==> src/rtl/full_adder_pkg.sv <==
// Shared constants for the registered full-adder slice.
package full_adder_pkg;

    localparam int unsigned DEFAULT_WIDTH = 1;

endpackage

==> src/rtl/full_adder_fa_cell.sv <==
// One-bit combinational full-adder cell; the ripple element of full_adder.
module fa_cell (
    input  logic a,
    input  logic b,
    input  logic cin,
    output logic sum,
    output logic cout
);

    assign sum  = a ^ b ^ cin;
    assign cout = (a & b) | (a & cin) | (b & cin);

endmodule

==> src/rtl/full_adder.sv <==
// Registered ripple-carry adder: {c,s} = x + y + z, one clock of latency.
module full_adder
    import full_adder_pkg::*;
#(
    parameter int unsigned WIDTH = DEFAULT_WIDTH
) (
    input  logic             clk,
    input  logic             rst_n,
    input  logic [WIDTH-1:0] x,
    input  logic [WIDTH-1:0] y,
    input  logic             z,
    input  logic             in_valid,
    output logic [WIDTH-1:0] s,
    output logic             c,
    output logic             out_valid
);

    logic [WIDTH:0]   carry;
    logic [WIDTH-1:0] sum_w;

    assign carry[0] = z;

    for (genvar i = 0; i < WIDTH; i++) begin : g_cell
        fa_cell u_cell (
            .a    (x[i]),
            .b    (y[i]),
            .cin  (carry[i]),
            .sum  (sum_w[i]),
            .cout (carry[i+1])
        );
    end

    // Result registers only load on a qualified input; otherwise they hold.
    always_ff @(posedge clk) begin
        if (!rst_n) begin
            s         <= '0;
            c         <= 1'b0;
            out_valid <= 1'b0;
        end else begin
            out_valid <= in_valid;
            if (in_valid) begin
                s <= sum_w;
                c <= carry[WIDTH];
            end
        end
    end

endmodule

==> config.mk <==
export PLATFORM = sky130hd
export DESIGN_NAME = full_adder
export DESIGN_NICKNAME = d
export VERILOG_FILES = /design/src/rtl/full_adder_pkg.sv /design/src/rtl/full_adder_fa_cell.sv /design/src/rtl/full_adder.sv
export SDC_FILE = /design/constraint.sdc
export NUM_CORES = 1
export LEC_CHECK = 0
export ABC_AREA = 1
export BUFFER_PORTS_ARGS = -buffer_cell sky130_fd_sc_hd__buf_4
export CAP_MARGIN = 20
export CORE_AREA = 4 4 41 43
export DETAILED_ROUTE_END_ITERATION = 10
export DIE_AREA = 0 0 45 47
export HOLD_SLACK_MARGIN = 0.12
export PLACE_DENSITY = 0.3
export SLEW_MARGIN = 10
export SYNTH_ARGS = -nofsm -noshare
export SYNTH_HDL_FRONTEND = slang
export SYNTH_SLANG_ARGS = --single-unit
==> constraint.sdc <==
create_clock -name clk -period 1.12 [get_ports clk]
set_input_delay 0.056 -clock clk [delete_from_list [all_inputs] [get_ports clk]]
set_output_delay 0.056 -clock clk [all_outputs]
set_load 0.01 [all_outputs]
== Word-level counts from Yosys, hierarchy flattened ==
Cells that the tools add are included.
Operators by class
  bitwise operators: 7
Operators by type and width (number)
  1-bit AND: 3
  1-bit OR: 2
  1-bit XOR: 2
Storage, ports and cells
  register bits: 3
  input port bits: 6
  output and inout port bits: 3
  logic and storage cells: 10

== Longest topological paths before layout ==
Gate-level depths: netlist of run 1.
  depth after elaboration: 3
  mapped depth: 5
  mapped depth without buffers: 5

== Cells and area by module ==
From an unflattened synthesis of run 1, not the netlist that was laid out.
Unflattened totals
  cell total of the unflattened synthesis: 16
  area, all modules: 125.1 µm²
Modules (own cells, without submodules)
  full_adder: times used 1, cells each 15, area each 105.1 µm², seq. area each 60.1 µm²
  fa_cell: times used 1, cells each 1, area each 20.0 µm², seq. area each 0.0 µm²

== Worst setup path after synthesis of run 1 ==
No wires, ideal clock.
  path type: input to register
  start: input port y
  end: register s
  library setup time: 0.064 ns
  arrival time: 0.745 ns
  slack: 0.311 ns
  stages on the path: 5
  path buffers: 0
  cell sequence: fa_1 inv_1 nand2_1 nand2_1 nor2_1
Between the ends
  longest elaborated chain between the ends: 2
RTL lines
  from (decl): line full_adder.sv:10  | input logic [WIDTH-1:0] y,
  1-bit XOR (2 in series): line full_adder_fa_cell.sv:10  | assign sum = a ^ b ^ cin;
  to (signal assigned): line full_adder.sv:42  | s <= sum_w;
  to (decl): line full_adder.sv:13  | output logic [WIDTH-1:0] s,
Every way passes these cells.
A chain may end at the register's enable or synchronous reset.

==> results.ini, run 1 <==
[outcome]
outcome = finished, final reports clean

[clock_tree]
clock_sinks = 3
cts_buffers = 3
post_cts_buffers = 0
h-tree-depth = 1
clock_latency_ns = 0.23
cts_tree = done
cts_buffer_depth = 2
clk_pin_slew_ns = 0.04
clockRootBuffer = clkbuf_4

[synthesis]
synth_warnings = 0
synthCells = 16
seq_area_frac_synth = 0.480
synth.cell_area_um2 = 125
yosys_register_bits = 3
avgSynthCellArea_um2 = 7.82
syn-num-nets = 23
synth.distinct_cells = 5

[critical_path]
reg2reg_to = c$_SDFFE_PN0P_
worstSetupPathType = input pin to flop
cp.required_ns = 1.24
rr_worst_depth = 2
path_cells = dlygate4sd3_1 > buf_4 > nor2_1 > nor2_1
critPathBufInv = 2
worstSetupStartpoint = in_valid
slowest_delay_ns = 0.54
rrSetupSlack_ns = 0.57
crit_family = buffers and inverters
path_max_fanout = 5
critPathCapture = s$_SDFFE_PN0P_
cp.depth = 4
cp-start-kind = input pin
critPathSlowestCell = dlygate4sd3_1
crit_path_end_kind = flop
crit_arrival_ns = 0.90
reg2reg_from = c$_SDFFE_PN0P_
cpMostUsedCell = nor2_1

[timing]
setup_viol = 0
fin_skew_ns = 0
grt_setup_unrepaired = false
hold_ws_ns = 0.272
fin_tns_setup_ns = 0
fin_crit_sh = 0.693
hold_viol = 0
slew_violations = 0
finalCriticalPeriod_ns = 0.776
clock.fmax_mhz = 1290
worst_pin_slew_ns = 0.0803
layout_setup_ws_ns = 0.344
relSlewSlack = 0.946

[finish]
drive_above_1_share = 0.367
antennaDiodeCount = 0
nets = 38
area_growth_syn_to_layout_pct = 100
num-fill-cells = 151

[drt]
drc = 0
dr_total_vias = 136
avgViaCountPerCell = 3.02
dr.pass1.iters = 4
wirelength_um = 316
wire_per_inst_um = 7.02
postRouteAntennaNets = 0
first_iter_violations = 2

[placed_design]
portBuffers = 8
dp_hpwl_um = 238
pre_cts_ws_ns = 0.167
routabilityCongestion = 0.689

[floorplanning]
die_h_um = 47
initial_core_util = 0.0962
core_area_um2 = 1300
die_area_um2 = 2120
fp-row-count = 13
die_w_um = 45
pin_count = 9

[grt]
grt_max_degree = 6
grt_remaining_overflow = 0
grt_pass1_wl_um = 634
grt.total_usage = 0.0474
antenna_found_initial = 0
grt_pass1_vias = 151

[power_and_ir_drop]
leakage_nw = 0.135
power_density_nw_per_um2 = 1450
power.total_w = 0.000363
irDropWorstVdd_mv = 0.776

[worst_hold_path]
hold_class = input pin to flop

[flow_run]
maxCapViolations = 0

[worst reg2reg max path, cell delays in order (launching register included)]
cell     delay [ns]
dfxtp_1        0.30
nor2_1         0.09
nor2_1         0.05
[metrics by stage]
step / instances / cell area (um2) / utilization
floorplan: 16 / 125 / -
global placement: 39 / 204 / 0.157
finish: 45 / 250 / 0.192
global route: 45 / 250 / 0.192
CTS: 45 / 250 / 0.192
detailed placement: 39 / 204 / 0.157
[routing by layer]
layer,share of wire,GRT usage,vias up
met5,0,0,-
met4,0,0.0351,0
li1,-,-,72
met1,0.46,0.0501,58
met3,0.082,0.0460,0
met2,0.45,0.0565,6
[repair_timing]
item / CTS / global route
resized for setup: 0 / 0
hold buffers: 2 / 0
endpoints found under the hold margin: 3 / 0
[worst min-delay path by stage]
stage | startpoint | end | slack [ns] | cells past startpoint
final | x | c$_SDFFE_PN0P_ | 0.27 | 6
after global routing | x | s$_SDFFE_PN0P_ | 0.31 | 6
after CTS | x | c$_SDFFE_PN0P_ | 0.28 | 6
after detailed placement | rst_n | out_valid$_SDFF_PN0_ | 0.27 | 3
after global placement | rst_n | out_valid$_SDFF_PN0_ | 0.27 | 3
after floorplan | in_valid | out_valid$_SDFF_PN0_ | 0.15 | 2
[final cells by class]
cell class | instances | area, um2 | area share
clock buffer | 4 | 26.3 | 0.105
timing repair buffer | 10 | 80.1 | 0.320
tap | 15 | 18.8 | 0.0750
inverter | 3 | 11.3 | 0.0450
sequential | 3 | 60.1 | 0.240
multi-input combinational | 10 | 53.8 | 0.215
[cells in the final DEF, fill, tap and decap left out]
cell / instances
fa_1: 1
inv_1: 3
clkbuf_1: 1
clkbuf_4: 3
nor2_1: 4
buf_4: 8
dfxtp_1: 3
nand2_1: 5
dlygate4sd3_1: 2
[power breakdown]
part	internal [W]	switching [W]	leakage, nW	total, W
clock network	0.000133	0.0000525	0.0150	0.000186
logic	0.0000338	0.0000246	0.0947	0.0000584
registers	0.000115	0.00000350	0.0250	0.000119
[Yosys cell counts]
cell,instances,area share
inv_1,3,0.090
fa_1,1,0.16
nand2_1,5,0.15
nor2_1,4,0.12
dfxtp_1,3,0.48
[state kept, by name, indices dropped and copies added (netlist names)]
signal and cells:
c 1, out_valid 1, s 1
[cell families (layout without fill, tap and decap cells)]
logic type	Yosys count	count (layout)	synth area share
adders and majority gates	1	1	0.160
buffers and inverters	3	17	0.0900
DFF	3	3	0.480
and+or+nand+nor	9	9	0.270
Note: power is estimated with default switching activity, not from simulation.
==> run 2: changes to the inputs <==
- clock period: 1.12 -> 0.8 ns (I/O delays scaled with it)
==> run 2 against run 1 <==
Net effect:
- highest routed layer unchanged
- worst setup slack worse by 0.27 ns
- via count is 5.9% lower
- non-clock buffer count is 1 lower
- sequential power is 39% higher
- clock skew stayed put
==> results.ini, run 2 (same netlist as run 1, synthesis figures left out) <==
[clock_tree]
clock_sinks = 3  ; unchanged
h-tree-depth = 1  ; unchanged
clock_latency_ns = 0.23  ; about the same
cts_buffer_depth = 2  ; unchanged
cts_buffers = 3  ; unchanged
clockRootBuffer = clkbuf_4
cts_resized = 0  ; unchanged
clk_pin_slew_ns = 0.03  ; about the same
cts_tree = done

[finish]
reg.largest.list = c x1, out_valid x1, s x1
area_growth_syn_to_layout_pct = 94.0
multi_input_area_um2 = 53.8  ; unchanged
antennaDiodeCount = 0  ; unchanged
nets = 37  ; -2.6%
final_cells = 44  ; -2.2%
num-fill-cells = 163  ; +7.9%
layout_common_cells = buf_4, nand2_1, nor2_1
seq_area_um2 = 60.1  ; unchanged
final_common_cell = buf_4
drive_above_1_share = 0.345  ; -0.0218

[critical_path]
critPathBufInv = 2  ; unchanged
path_cells = buf_4 > fa_1 > inv_1 > nand2_1 > nand2_1 > nor2_1
cp.required_ns = 0.96  ; -0.28 ns
crit_path_end_kind = flop
worstSetupPathType = input pin to flop
crit_arrival_ns = 0.89  ; about the same
path_max_fanout = 1  ; -4
cpMostUsedCell = nand2_1
crit_family = adder cells
slowest_delay_ns = 0.52  ; -0.02 ns
cp-start-kind = input pin
critPathSlowestCell = fa_1

[grt]
grt_pass1_vias = 136  ; -9.9%
grt.total_usage = 0.0419  ; -0.00557
grt_pass1_wl_um = 552  ; -13%
antenna_found_initial = 0  ; unchanged
grt_max_degree = 6  ; unchanged
grt_remaining_overflow = 0  ; unchanged

[drt]
first_iter_violations = 1  ; -1
dr.pass1.iters = 2  ; -2
wire_per_inst_um = 6.61  ; -5.8%
drc = 0  ; unchanged
avgViaCountPerCell = 2.91  ; -3.7%
wirelength_um = 291  ; -7.9%
postRouteAntennaNets = 0  ; unchanged
dr_total_vias = 128  ; -5.9%

[floorplanning]
core_area_um2 = 1300  ; unchanged
die_area_um2 = 2120  ; unchanged
pin_count = 9  ; unchanged
initial_core_util = 0.0962  ; unchanged
die_h_um = 47  ; unchanged
fp-row-count = 13  ; unchanged
die_w_um = 45  ; unchanged

[placed_design]
dp_hpwl_um = 237  ; -0.50%
dp.cells = 39  ; unchanged
routabilityCongestion = 0.705  ; +2.3%
portBuffers = 8  ; unchanged

[power_and_ir_drop]
power.total_w = 0.000496  ; +37%
leakage_nw = 0.129  ; -3.8%
power_density_nw_per_um2 = 2050  ; +41%
irDropWorstVdd_mv = 0.843  ; +8.6%

[worst_hold_path]
hold_class = input pin to flop

[timing]
grt_setup_unrepaired = false
finalCriticalPeriod_ns = 0.724
relSlewSlack = 0.891  ; -0.0555
hold_viol = 0  ; unchanged
setup_viol = 0  ; unchanged
fin_crit_sh = 0.905
slew_violations = 0  ; unchanged
fin_skew_ns = 0  ; unchanged
worst_pin_slew_ns = 0.163  ; +0.0828 ns
clock.fmax_mhz = 1380

[outcome]
outcome = finished, final reports clean

[flow_run]
maxCapViolations = 0  ; unchanged

-- run 2: cell count changes in the layout (fill, tap and decap cells not counted) --
| cell | previous run | this run |
|---|---|---|
| buf_4 | 8 | 7 |
-- run 2: timing repair --
item                                    CTS  global route
hold buffers                              2             0
endpoints found under the setup margin    0             1
buffers inserted                          0             0
endpoints found under the hold margin     3             0
-- run 2: path summary, 6_finish.rpt --
path | slack, ns | endpoint | startpoint | depth (start not counted)
worst max-delay path | 0.08 | s$_SDFFE_PN0P_ | y | 6
worst min-delay path | 0.28 | c$_SDFFE_PN0P_ | x | 6
worst max register to register | 0.26 | c$_SDFFE_PN0P_ | c$_SDFFE_PN0P_ | 2
worst min register to register | 0.46 | c$_SDFFE_PN0P_ | c$_SDFFE_PN0P_ | 2
-- run 2: stage by stage --
step | instance area [um2] | setup TNS [ns] | utilization | worst slack, ns | hold WS [ns]
final | 243 | 0 | 0.187 | 0.0761 | 0.278
after global routing | 243 | 0 | 0.187 | 0.0146 | 0.305
after CTS | 250 | 0 | 0.192 | 0.0557 | 0.252
after detailed placement | 204 | -0.205 | 0.157 | -0.158 | 0.258
after global placement | 204 | -0.216 | 0.157 | -0.161 | 0.258
after floorplan | 125 | 0 | - | 0.00703 | 0.133
-- run 2: cell type report --
type | count | area share
timing repair buffer | 9 | 0.299
tap | 15 | 0.0773
clock buffer | 4 | 0.108
sequential | 3 | 0.247
multi-input combinational | 10 | 0.222
inverter | 3 | 0.0464
-- run 2: power breakdown --
| group | switching [W] | leakage, nW | internal, W |
|---|---|---|---|
| combinational | 0.0000337 | 0.0895 | 0.0000434 |
| clock | 0.0000673 | 0.0150 | 0.000186 |
| sequential | 0.00000424 | 0.0250 | 0.000162 |
| total | 0.000105 | 0.129 | 0.000391 |
-- run 2: worst register-to-register path, stage by stage (launching register included) --
cell and delay (ns):
dfxtp_1 0.30, nor2_1 0.10, nor2_1 0.04
-- run 2: routing by layer --
layer  vias to the layer above  share of wire  routed length (um)  GRT usage
met5                         -              0                   0          0
met4                         0              0                   0     0.0175
met3                         0           0.12                  35     0.0498
met2                         4           0.46                 133     0.0565
met1                        53           0.42                 121     0.0386
li1                         71              -                   -          -
